[config.mk]
export PLATFORM = sky130hd
export DESIGN_NAME = acc_mem_order_ctrl
export DESIGN_NICKNAME = d
export VERILOG_FILES = /design/src/rtl/acc_mem_order_pkg.sv /design/src/rtl/acc_outstanding_cnt.sv /design/src/rtl/acc_mem_order_ctrl.sv
export SDC_FILE = /design/constraint.sdc
export NUM_CORES = 1
export LEC_CHECK = 0
export CAP_MARGIN = 40
export CORE_MARGIN = 4
export CORE_UTILIZATION = 44
export CTS_CLUSTER_DIAMETER = 150
export DETAILED_ROUTE_END_ITERATION = 6
export GPL_ROUTABILITY_DRIVEN = 0
export PLACE_DENSITY = 0.82
export SLEW_MARGIN = 20
export SYNTH_ARGS = -nofsm -noshare
export SYNTH_HDL_FRONTEND = slang
export SYNTH_SLANG_ARGS = --single-unit
[constraint.sdc]
create_clock -name clk_i -period 2.18 [get_ports clk_i]
set_input_delay 0.545 -clock clk_i [delete_from_list [all_inputs] [get_ports clk_i]]
set_output_delay 0.545 -clock clk_i [all_outputs]
set_load 0.02 [all_outputs]
[src/rtl/acc_mem_order_pkg.sv]
// acc_mem_order_pkg
//  Shared types and defaults for the accelerator memory-ordering controller.
//  - acc_ord_state_e : ordering FSM state (RUN, BLOCK, FLUSH)
//  - ACC_MAX_OUTSTANDING_DEF : default in-flight limit per op class
package acc_mem_order_pkg;

  localparam int ACC_MAX_OUTSTANDING_DEF = 8;

  typedef enum logic [1:0] {
    RUN   = 2'd0,
    BLOCK = 2'd1,
    FLUSH = 2'd2
  } acc_ord_state_e;

endpackage

[src/rtl/acc_outstanding_cnt.sv]
// acc_outstanding_cnt
//  Saturating up/down counter of dispatched-but-incomplete accelerator ops.
//  A dispatch at MAX or a completion at zero is dropped and flagged on err_o
//  for one cycle; a dispatch and completion in the same cycle cancel out.
//  Ports:
//   clk_i       in   clock
//   rst_i       in   asynchronous active-high reset
//   disp_i      in   op dispatched this cycle
//   complete_i  in   op completed this cycle
//   cnt_o       out  registered in-flight count
//   err_o       out  combinational protocol-violation pulse
module acc_outstanding_cnt #(
  parameter int MAX = 8,
  parameter int W   = 4
) (
  input  logic         clk_i,
  input  logic         rst_i,
  input  logic         disp_i,
  input  logic         complete_i,
  output logic [W-1:0] cnt_o,
  output logic         err_o
);

  localparam logic [W-1:0] MAX_V = W'(MAX);

  logic [W-1:0] cnt_reg;
  logic         inc;
  logic         dec;
  logic         at_max;
  logic         at_zero;

  always_comb begin
    inc     = disp_i & ~complete_i;
    dec     = complete_i & ~disp_i;
    at_max  = (cnt_reg == MAX_V);
    at_zero = (cnt_reg == '0);
    err_o   = (inc & at_max) | (dec & at_zero);
  end

  always_ff @(posedge clk_i or posedge rst_i) begin
    if (rst_i) begin
      cnt_reg <= '0;
    end else if (inc && !at_max) begin
      cnt_reg <= cnt_reg + W'(1);
    end else if (dec && !at_zero) begin
      cnt_reg <= cnt_reg - W'(1);
    end
  end

  assign cnt_o = cnt_reg;

endmodule

[src/rtl/acc_mem_order_ctrl.sv]
// acc_mem_order_ctrl
//  Orders CPU load/store issue against outstanding accelerator (CVXIF) memory
//  ops. Tracks in-flight accelerator loads and stores, gates the issue->LSU
//  valid/ready handshake while consistency is enforced, and holds off new
//  accelerator dispatch while a flush drains the counters.
//  Optional feature: define ACC_MEM_ORDER_PERF_EN to add stall_cycles_o, a
//  saturating count of cycles with mem_stall_o=1.
//  Ports:
//   clk_i, rst_i          clock, asynchronous active-high reset
//   flush_i               pipeline flush
//   acc_cons_en_i         enforce memory consistency
//   acc_ld/st_disp_i      accelerator load/store dispatched
//   acc_ld/st_complete_i  accelerator load/store completed
//   acc_disp_ready_o      [0] load dispatch allowed, [1] store dispatch allowed
//   issue_lsu_valid_i     CPU memory op presented
//   issue_is_store_i      1=store/AMO, 0=load
//   issue_lsu_ready_o     CPU op accepted toward LSU
//   lsu_valid_o           gated valid to LSU
//   lsu_ready_i           LSU ready
//   mem_stall_o           CPU op held back by ordering
//   acc_idle_o            no accelerator ops in flight
//   stall_cycles_o        (ACC_MEM_ORDER_PERF_EN only) stall cycle count
//   proto_err_o           sticky counter over/underflow flag
module acc_mem_order_ctrl
  import acc_mem_order_pkg::*;
#(
  parameter int MAX_OUTSTANDING = ACC_MAX_OUTSTANDING_DEF
) (
  input  logic        clk_i,
  input  logic        rst_i,
  input  logic        flush_i,
  input  logic        acc_cons_en_i,
  input  logic        acc_ld_disp_i,
  input  logic        acc_st_disp_i,
  input  logic        acc_ld_complete_i,
  input  logic        acc_st_complete_i,
  output logic [1:0]  acc_disp_ready_o,
  input  logic        issue_lsu_valid_i,
  input  logic        issue_is_store_i,
  output logic        issue_lsu_ready_o,
  output logic        lsu_valid_o,
  input  logic        lsu_ready_i,
  output logic        mem_stall_o,
  output logic        acc_idle_o,
`ifdef ACC_MEM_ORDER_PERF_EN
  output logic [31:0] stall_cycles_o,
`endif
  output logic        proto_err_o
);

  localparam int CNT_W = $clog2(MAX_OUTSTANDING + 1);
  localparam logic [CNT_W-1:0] MAX_V = CNT_W'(MAX_OUTSTANDING);

  logic [CNT_W-1:0] ld_cnt;
  logic [CNT_W-1:0] st_cnt;
  logic             ld_err;
  logic             st_err;
  logic             allow;
  acc_ord_state_e   state_reg;
  logic             proto_err_reg;

  acc_outstanding_cnt #(.MAX(MAX_OUTSTANDING), .W(CNT_W)) u_ld_cnt (
    .clk_i      (clk_i),
    .rst_i      (rst_i),
    .disp_i     (acc_ld_disp_i),
    .complete_i (acc_ld_complete_i),
    .cnt_o      (ld_cnt),
    .err_o      (ld_err)
  );

  acc_outstanding_cnt #(.MAX(MAX_OUTSTANDING), .W(CNT_W)) u_st_cnt (
    .clk_i      (clk_i),
    .rst_i      (rst_i),
    .disp_i     (acc_st_disp_i),
    .complete_i (acc_st_complete_i),
    .cnt_o      (st_cnt),
    .err_o      (st_err)
  );

  // Loads only have to wait for accelerator stores; stores wait for both.
  // FLUSH blocks everything regardless of the enable, so a drain is never
  // overtaken by new CPU traffic. Counters are registered, so a completion
  // releases the CPU op one cycle later.
  always_comb begin
    allow = 1'b1;
    if (state_reg == FLUSH) begin
      allow = 1'b0;
    end else if (acc_cons_en_i) begin
      if (issue_is_store_i) begin
        allow = (st_cnt == '0) && (ld_cnt == '0);
      end else begin
        allow = (st_cnt == '0);
      end
    end
  end

  always_comb begin
    acc_idle_o          = (ld_cnt == '0) && (st_cnt == '0);
    acc_disp_ready_o[0] = (ld_cnt < MAX_V) && (state_reg != FLUSH);
    acc_disp_ready_o[1] = (st_cnt < MAX_V) && (state_reg != FLUSH);
    lsu_valid_o         = issue_lsu_valid_i & allow;
    issue_lsu_ready_o   = lsu_ready_i & allow;
    mem_stall_o         = issue_lsu_valid_i & ~allow;
    proto_err_o         = proto_err_reg;
  end

  // BLOCK carries no functional difference from RUN; it only marks stalled
  // periods. flush_i is ignored once in FLUSH.
  always_ff @(posedge clk_i or posedge rst_i) begin
    if (rst_i) begin
      state_reg     <= RUN;
      proto_err_reg <= 1'b0;
    end else begin
      proto_err_reg <= proto_err_reg | ld_err | st_err;
      case (state_reg)
        RUN, BLOCK: begin
          if (flush_i) begin
            state_reg <= acc_idle_o ? RUN : FLUSH;
          end else if (state_reg == RUN) begin
            if (issue_lsu_valid_i && !allow) state_reg <= BLOCK;
          end else begin
            if (allow || !issue_lsu_valid_i) state_reg <= RUN;
          end
        end
        FLUSH: begin
          if (acc_idle_o) state_reg <= RUN;
        end
        default: state_reg <= RUN;
      endcase
    end
  end

`ifdef ACC_MEM_ORDER_PERF_EN
  logic [31:0] stall_cycles_reg;

  always_ff @(posedge clk_i or posedge rst_i) begin
    if (rst_i) begin
      stall_cycles_reg <= '0;
    end else if (mem_stall_o && (stall_cycles_reg != 32'hFFFF_FFFF)) begin
      stall_cycles_reg <= stall_cycles_reg + 32'd1;
    end
  end

  assign stall_cycles_o = stall_cycles_reg;
`endif

endmodule

### Word level (Yosys, flattened, before mapping)

Index checks and enable logic that the tools add are counted.

| storage, ports and cells | value |
|---|---|
| flip-flop bits (word level) | 11 |
| input bits | 11 |
| output and inout bits | 7 |
| word-level logic and storage cells | 74 |

| cells by class | value |
|---|---|
| add/sub/neg operators | 4 |
| order comparisons | 2 |
| eq/ne operators | 8 |
| muxes and demuxes | 14 |
| bitwise operators | 20 |
| reductions and logical operators | 22 |

Operator list:

| operator | count |
|---|---|
| $mux 4 | 4 |
| $mux 2 | 6 |
| $and 1x1->1 | 11 |
| $add 4x1->4 const B | 2 |
| $eq 4x4->1 const B | 2 |
| $logic_and 1x1->1 | 8 |
| $logic_not 4->1 | 2 |
| $lt 4x4->1 const B | 2 |
| $ne 4x4->1 const B | 2 |
| $sub 4x1->4 const B | 2 |
| $logic_not 1->1 | 6 |
| $not 1->1 | 5 |
| $ne 2x2->1 const B | 2 |
| $or 1x1->1 | 4 |
| $pmux 2 s2 | 1 |
| $reduce_bool 2->1 | 2 |
| $mux 1 | 3 |
| $reduce_and 3->1 | 1 |
| $eq 2x1->1 const B | 1 |
| $eq 2x2->1 const B | 1 |
| $logic_not 2->1 | 1 |
| $reduce_or 2->1 | 1 |
| $logic_or 1x1->1 | 1 |

### Logic depth before layout (Yosys ltp)

Gate-level depths: netlist of the first run.

| depth | value |
|---|---|
| word-level depth | 11 |
| mapped depth | 8 |
| mapped depth without buffers | 7 |

### By module

From an unflattened synthesis of the first run, not the netlist that was laid out.

| second synthesis, totals | value |
|---|---|
| cells, all modules | 76 |
| area, all modules | 840.8 sq um |

By module, submodules not included:

| module | instances | cells each | area each (sq um) |
|---|---|---|---|
| acc_outstanding_cnt | 2 | 28 | 322.8 |
| acc_mem_order_ctrl | 1 | 20 | 195.2 |

### Least setup slack after synthesis of the first run

No wires, ideal clock.

| timing | value |
|---|---|
| path kind | register -> register |
| start | register u_ld_cnt.cnt_reg[0], in the netlist u_ld_cnt.cnt_o[0] |
| end | register u_ld_cnt.cnt_reg[3], in the netlist u_ld_cnt.cnt_o[3] |
| arrival | 2.162 ns |
| setup slack | -0.113 ns |
| stages on the path, launching flop included | 8 |
| path buffers | 0 |
| period minus slack after synthesis | 2.293 ns |
| cell sequence | dfrtp_1 or3_1 o21ai_0 ha_1 a21o_1 a2111oi_0 o21a_1 a211oi_1 |

| on the way | value |
|---|---|
| word-level cells in the longest chain between the ends | 4 |
| elaborated cells on any way between the ends | 11 |

RTL lines:

| what | line | source |
|---|---|---|
| start: declaration | acc_outstanding_cnt.sv:26 | `logic [W-1:0] cnt_reg;` |
| start signal: assignment | acc_outstanding_cnt.sv:44 | `cnt_reg <= cnt_reg + W'(1);` |
| start signal: assignment | acc_outstanding_cnt.sv:46 | `cnt_reg <= cnt_reg - W'(1);` |
| parallel branches: the longest is 4 deep, another holds $sub 4x1->4 | -- |  |

Parallel ways; which one is timed is not known. The select of a mux whose other input is x is not followed.
A chain may end at the register's enable or synchronous reset.

### Final worst setup path of the first run

| timing | value |
|---|---|
| start | register u_ld_cnt.cnt_reg[0], in the netlist u_ld_cnt.cnt_o[0] |
| end | output issue_lsu_ready_o |

| on the way | value |
|---|---|
| word-level cells in the longest chain between the ends | 6 |

RTL lines:

| what | line | source |
|---|---|---|
| $logic_not 4->1 | acc_mem_order_ctrl.sv:90 | `allow = (st_cnt == '0) && (ld_cnt == '0);` |
| $logic_and 1x1->1 | acc_mem_order_ctrl.sv:90 |  |
| $mux 1 | acc_mem_order_ctrl.sv:89 | `if (issue_is_store_i) begin` |
| $mux 1 | acc_mem_order_ctrl.sv:88 | `end else if (acc_cons_en_i) begin` |
| $mux 1 | acc_mem_order_ctrl.sv:86 | `if (state_reg == FLUSH) begin` |
| $and 1x1->1 | acc_mem_order_ctrl.sv:102 | `issue_lsu_ready_o = lsu_ready_i & allow;` |
| end: declaration | acc_mem_order_ctrl.sv:40 | `output logic issue_lsu_ready_o,` |

No other way between the ends.

==> results of run 1 <==
power by group through the flow:
stage	Combinational (µW)	Clock, µW	Sequential (µW)
global route	1170	164	380
CTS	982	152	361
global placement	898	0	357
floorplan	514	0	400
detailed placement	926	0	363
finish	1060	149	364
per-layer routing:
metal | vias up | wire length [µm]
met5 | - | 0
met4 | 0 | 54
met3 | 5 | 76
met2 | 14 | 1120
met1 | 375 | 793
li1 | 386 | -
per-stage QoR:
step                      instance area, µm²  util [%]
final                                   1290      74.5
after global routing                    1290      74.5
after CTS                               1220      70.7
after detailed placement                1160      67.3
after global placement                  1160      67.3
after floorplan                          806         -
cells in the final DEF (no fill, tap or decap), drive strengths merged, types with 2 or more instances in the layout:
| cell | n |
|---|---|
| or3 | 3 |
| xnor2 | 6 |
| clkbuf | 3 |
| nor3 | 2 |
| ha | 4 |
| a21o | 3 |
| dfrtp | 11 |
| xor2 | 2 |
| a21oi | 9 |
| and2 | 2 |
| buf | 29 |
| nand2 | 6 |
| inv | 3 |
| dlygate4sd2 | 3 |
| nor2b | 4 |
| fa | 2 |
| nor2 | 8 |
| o21ai | 2 |
| clkdlybuf4s50 | 10 |
kinds of logic (layout without fill, tap and decap cells):
kind of cell | count (synthesis) | after routing | synth area share (%)
flops | 11 | 11 | 34.3
buf+inv | 6 | 49 | 3.59
xor+xnor | 8 | 8 | 8.74
simple gates | 30 | 30 | 20.0
compound gates | 20 | 20 | 16.7
fa+ha+maj | 6 | 6 | 11.2
mux | 3 | 3 | 5.46
cell type report:
cell class | instances | share of cell area (%)
multi-input cells | 67 | 44.9
repair buffers | 42 | 28.2
flip-flops and latches | 11 | 21.4
well taps | 25 | 2.43
clock buffers | 3 | 1.75
inverters | 3 | 0.875
clock inverters | 1 | 0.389
repair_timing:
action | in CTS | in global routing
pin swaps | 3 | 4
setup endpoints to repair | 7 | 6
resized for setup | 30 | 12
buffers inserted | 1 | 1
critical path, stage by stage (launching register included):
cell	delay, ns
dfrtp_1	0.39
o41a_1	0.45
o31ai_2	0.23
and2b_2	0.21
and2_4	0.14
buf_6	0.11
how the worst max path moves through the flow:
stage                     depth (start not counted)                       endpoint                          start
after detailed placement                          6                    lsu_valid_o               issue_is_store_i
after floorplan                                   7  u_ld_cnt.cnt_o[3]$_DFFE_PP0P_  u_ld_cnt.cnt_o[0]$_DFFE_PP0P_
after CTS                                         5                    lsu_valid_o  u_ld_cnt.cnt_o[0]$_DFFE_PP0P_
after global routing                              9  u_ld_cnt.cnt_o[3]$_DFFE_PP0P_  u_ld_cnt.cnt_o[1]$_DFFE_PP0P_
final                                             5              issue_lsu_ready_o  u_ld_cnt.cnt_o[0]$_DFFE_PP0P_
after global placement                            6                    lsu_valid_o               issue_is_store_i
==> flow_summary.ini, run 1 <==
[sta]
finalCritPeriodShare_pct = 108
worst_slew_pin_slew_ns = 0.429
min_period_ns = 2.36
whs_ns = 0.432
slew_viol_final = 0
max_freq_mhz = 424
skew_ns = 0.00732
relSlewSlack_pct = 71.3
rsz0062_at_grt = true
hold_violations = 0
setup_viol = 5
setup_slack_ns = -0.180
fin_setup_tns_ns = -0.729

[layout]
multi_input_area_um2 = 578
drive_gt1_share_pct = 39.4
fill_cells = 137
seq_area_um2 = 275
diodes = 0
area_delta_synth_final_pct = 60.4
fin_cells = 152
fin_nets = 145

[floorplan]
die-height_um = 50.7
core_area_mm2 = 0.00173
die_area_mm2 = 0.00257
initial_core_util_pct = 46.4
rows = 15
ios = 18
die_width_um = 50.7

[run_status]
outcome = finished with violations
violations = negative setup slack

[worst_setup_path]
cp.arrival_ns = 1.81
worstSetupPathType = reg -> out
crit_fanout = 3
required_ns = 1.63
timing.rr.start = u_ld_cnt.cnt_o[0]$_DFFE_PP0P_
cp-end-kind = primary output
r2r_end = u_ld_cnt.cnt_o[3]$_DFFE_PP0P_
critPathLaunchType = register
ff2ff_setup_slack_ns = -0.15
rr_worst_depth = 9

[place]
dpl.hpwl_mm = 1.50
io_buffer_count = 17
post-place-cells = 146
place_ws_ns = -0.575

[power_and_ir_drop]
leakagePower_uw = 0.000571
finalPower_uw = 1580
power_frac_seq_pct = 23.1
peakVddDrop_v = 0.000689
p_int_uw = 926
p_per_area_mw_per_mm2 = 1220
comb_power_share_pct = 67.4
p_switching_uw = 649
pwr-share-clk_pct = 9.5
power_switching_share_pct = 41.2

[clocking]
clock_path_buffers = 2
cts_tree = built
cts_sinks = 11
cts-root-buf = clkbuf_4
clk_pin_slew_ns = 0.08
cts_max_level = 1
cts_made_buffers = 3
cts_hold_buf = 0
insertion_delay_ns = 0.29

[global_route]
grt_max_degree = 12
grt_pass1_vias = 838
antenna_found_initial = 0
grt-busiest-layer = met2
grt_pass1_wl_mm = 3.55
met1_usage_pct = 18.5
gr-usage-all-layers_pct = 18.5
use_met3_pct = 4.75
met2_usage_pct = 34.1
overflow = 0

[synth]
synth.avg_cell_area_um2 = 9.55
yosys.area.top_type_share_pct = 34.3
ys_ff_latch = 11
ys_seq_area_share_pct = 34.3
synthCells = 84
synth_ff_type = dfrtp_1
yosys-top-cells-area = dfrtp_1, xnor2_1, ha_1
yosys_warnings = 0
synth_top_area_cell = dfrtp_1
synth_cell_types = 32
synth-edff-count = 0
synthArstFlopShare_pct = 100
netlist_area_um2 = 802
syn-num-nets = 101
synth_commonest_cells = dfrtp_1, a21oi_1, nor2_1
synth_most_common_cell = dfrtp_1

[route]
via_per_inst = 5.13
wl_mm = 2.05
drt_first_pass_iters = 4
drtAntennaViolNets = 0
drc = 0
num_vias = 780
wire_per_inst_um = 13.5
drt_iter0_markers = 4

[min_path]
min_to = state_reg[0]$_DFFE_PP0P_
worstHoldStart = state_reg[1]$_DFFE_PP0P_
hold_class = reg -> reg
hold_path_depth = 1

[run]
cap_violations = 0
(Power assumes the default switching activity.)
==> inputs of run 2 (changes only) <==
--- a/config.mk
+++ b/config.mk
@@ -7,11 +7,11 @@
 export LEC_CHECK = 0
 export CAP_MARGIN = 40
 export CORE_MARGIN = 4
-export CORE_UTILIZATION = 44
+export CORE_UTILIZATION = 45
 export CTS_CLUSTER_DIAMETER = 150
 export DETAILED_ROUTE_END_ITERATION = 6
 export GPL_ROUTABILITY_DRIVEN = 0
-export PLACE_DENSITY = 0.82
+export PLACE_DENSITY = 0.81
 export SLEW_MARGIN = 20
 export SYNTH_ARGS = -nofsm -noshare
 export SYNTH_HDL_FRONTEND = slang
==> constraint.sdc (replaced) <==
create_clock -name clk_i -period 2.7 [get_ports clk_i]
set_input_delay 0.675 -clock clk_i [delete_from_list [all_inputs] [get_ports clk_i]]
set_output_delay 0.675 -clock clk_i [all_outputs]
set_load 0.02 [all_outputs]
==> run 2 against run 1 <==
Compared with the run above: the run now ends clean; sequential cell count stayed put; clock-buffer cell count is 1 higher; design area is 15% lower; combinational power is 38% lower; clock skew is 0.0068 ns lower; largest power group unchanged.
==> flow_summary.ini, run 2 (synthesized netlist as in run 1, its figures left out) <==
[floorplan]
ios = 18
rows = 14
core_area_mm2 = 0.00159
die-height_um = 50.2
initial_core_util_pct = 50.3
die_area_mm2 = 0.00252
die_width_um = 50.2

[route]
wl_mm = 1.87
wire_per_inst_um = 13.5
via_per_inst = 5.23
drc = 0
drt_iter0_markers = 13
drtAntennaViolNets = 0
drt_first_pass_iters = 4
num_vias = 722

[sta]
min_period_ns = 2.64
hold_violations = 0
relSlewSlack_pct = 72.0
max_freq_mhz = 379
fin_setup_tns_ns = 0
skew_ns = 0.000553
rsz0062_at_grt = false
setup_viol = 0
worst_slew_pin_slew_ns = 0.419
slew_viol_final = 0
finalCritPeriodShare_pct = 97.6

[clocking]
cts_max_level = 1
insertion_delay_ns = 0.26
cts_sinks = 11
clock_path_buffers = 2
cts-root-buf = clkbuf_4
cts_tree = built
cts_hold_buf = 0
clk_pin_slew_ns = 0.07
cts_made_buffers = 3

[worst_setup_path]
crit_family = buffers and inverters
critical_path_buf_inv_count = 2
crit_fanout = 3
required_ns = 2.03
cp.arrival_ns = 1.96
path_depth = 6
slowest_stage = clkdlybuf4s50_1
slowest_delay_ns = 0.46
cp-end-kind = primary output
critPathLaunchType = primary input
rr_worst_depth = 8
worstSetupPathType = in -> out
worstPathCellList = clkdlybuf4s50_1, o41a_1, o31ai_2, and2b_1, nor2b_1, clkdlybuf4s15_1

[power_and_ir_drop]
p_per_area_mw_per_mm2 = 985
leakagePower_uw = 0.000481
finalPower_uw = 1070
peakVddDrop_v = 0.000664

[run]
cap_violations = 0

[layout]
fin_cells = 138
fin_nets = 132
final_common_cell = clkdlybuf4s50_1
finish.utilization_pct = 68.4
final_cell_mix = clkdlybuf4s50_1, buf_4, dfrtp_1
area_delta_synth_final_pct = 36.0
drive_gt1_share_pct = 18.4
diodes = 0

[min_path]
hold_class = reg -> reg
hold_path_depth = 1

[place]
io_buffer_count = 17
dpl.hpwl_mm = 1.57
post-place-cells = 133

[global_route]
grt_pass1_vias = 763
gr-usage-all-layers_pct = 16.1
antenna_found_initial = 0
grt_pass1_wl_mm = 3.19
overflow = 0
grt_max_degree = 12

[run_status]
outcome = finished, final reports clean
## run 2: path summary, 6_finish.rpt
kind | from | to | slack (ns)
max reg2reg | u_ld_cnt.cnt_o[1]$_DFFE_PP0P_ | u_ld_cnt.cnt_o[3]$_DFFE_PP0P_ | 0.16
max in group asynchronous | rst_i | u_st_cnt.cnt_o[0]$_DFFE_PP0P_ | 1.73
min in group asynchronous | rst_i | u_ld_cnt.cnt_o[0]$_DFFE_PP0P_ | 0.69
max | issue_is_store_i | mem_stall_o | 0.06
min | state_reg[1]$_DFFE_PP0P_ | state_reg[0]$_DFFE_PP0P_ | 0.45
min reg2reg | state_reg[1]$_DFFE_PP0P_ | state_reg[0]$_DFFE_PP0P_ | 0.45
## run 2: per-layer routing
| layer | share of wire, % | GRT usage (%) | vias up | routed length (µm) |
|---|---|---|---|---|
| met4 | 0.75 | 1.84 | 0 | 14 |
| met3 | 4.9 | 5.33 | 2 | 92 |
| met5 | 0 | 0 | - | 0 |
| met1 | 44 | 19.6 | 338 | 818 |
| li1 | - | - | 357 | - |
| met2 | 50 | 28.5 | 25 | 940 |
## run 2: per-stage QoR
step	setup slack (ns)	hold slack [ns]	area [µm²]
after floorplan	0.395	0.408	802
after global routing	0.00858	0.456	1090
final	0.0648	0.447	1090
after detailed placement	-0.342	0.441	1070
after global placement	-0.262	0.429	1070
after CTS	-0.000854	0.450	1090
## run 2: final cells by class
type | instances | area, µm²
inverters | 3 | 11.3
fillers | 125 | 503
well taps | 24 | 30.0
multi-input cells | 67 | 499
clock buffers | 4 | 26.3
flip-flops and latches | 11 | 275
repair buffers | 29 | 249
## run 2: what timing repair did
action / CTS / global route
hold endpoints to repair: 0 / 0
setup buffers: 0 / 1
endpoints found under the setup margin: 4 / 4
resized for setup: 8 / 4
## run 2: worst reg2reg max path: cells and delay by family, from the launching register on
family | cells | cell delay, ns
buffers and inverters | 1 | 0.16
and+or+nand+nor | 1 | 0.40
adders and majority gates | 1 | 0.30
DFF | 1 | 0.38
AOI/OAI and AO/OA | 5 | 1.16
## run 2: report_power, final
group / switching [µW] / leakage, µW / internal [µW]
combinational: 322 / 0.000340 / 332
clock: 53.1 / 0.0000150 / 57.1
sequential: 66.7 / 0.000126 / 244
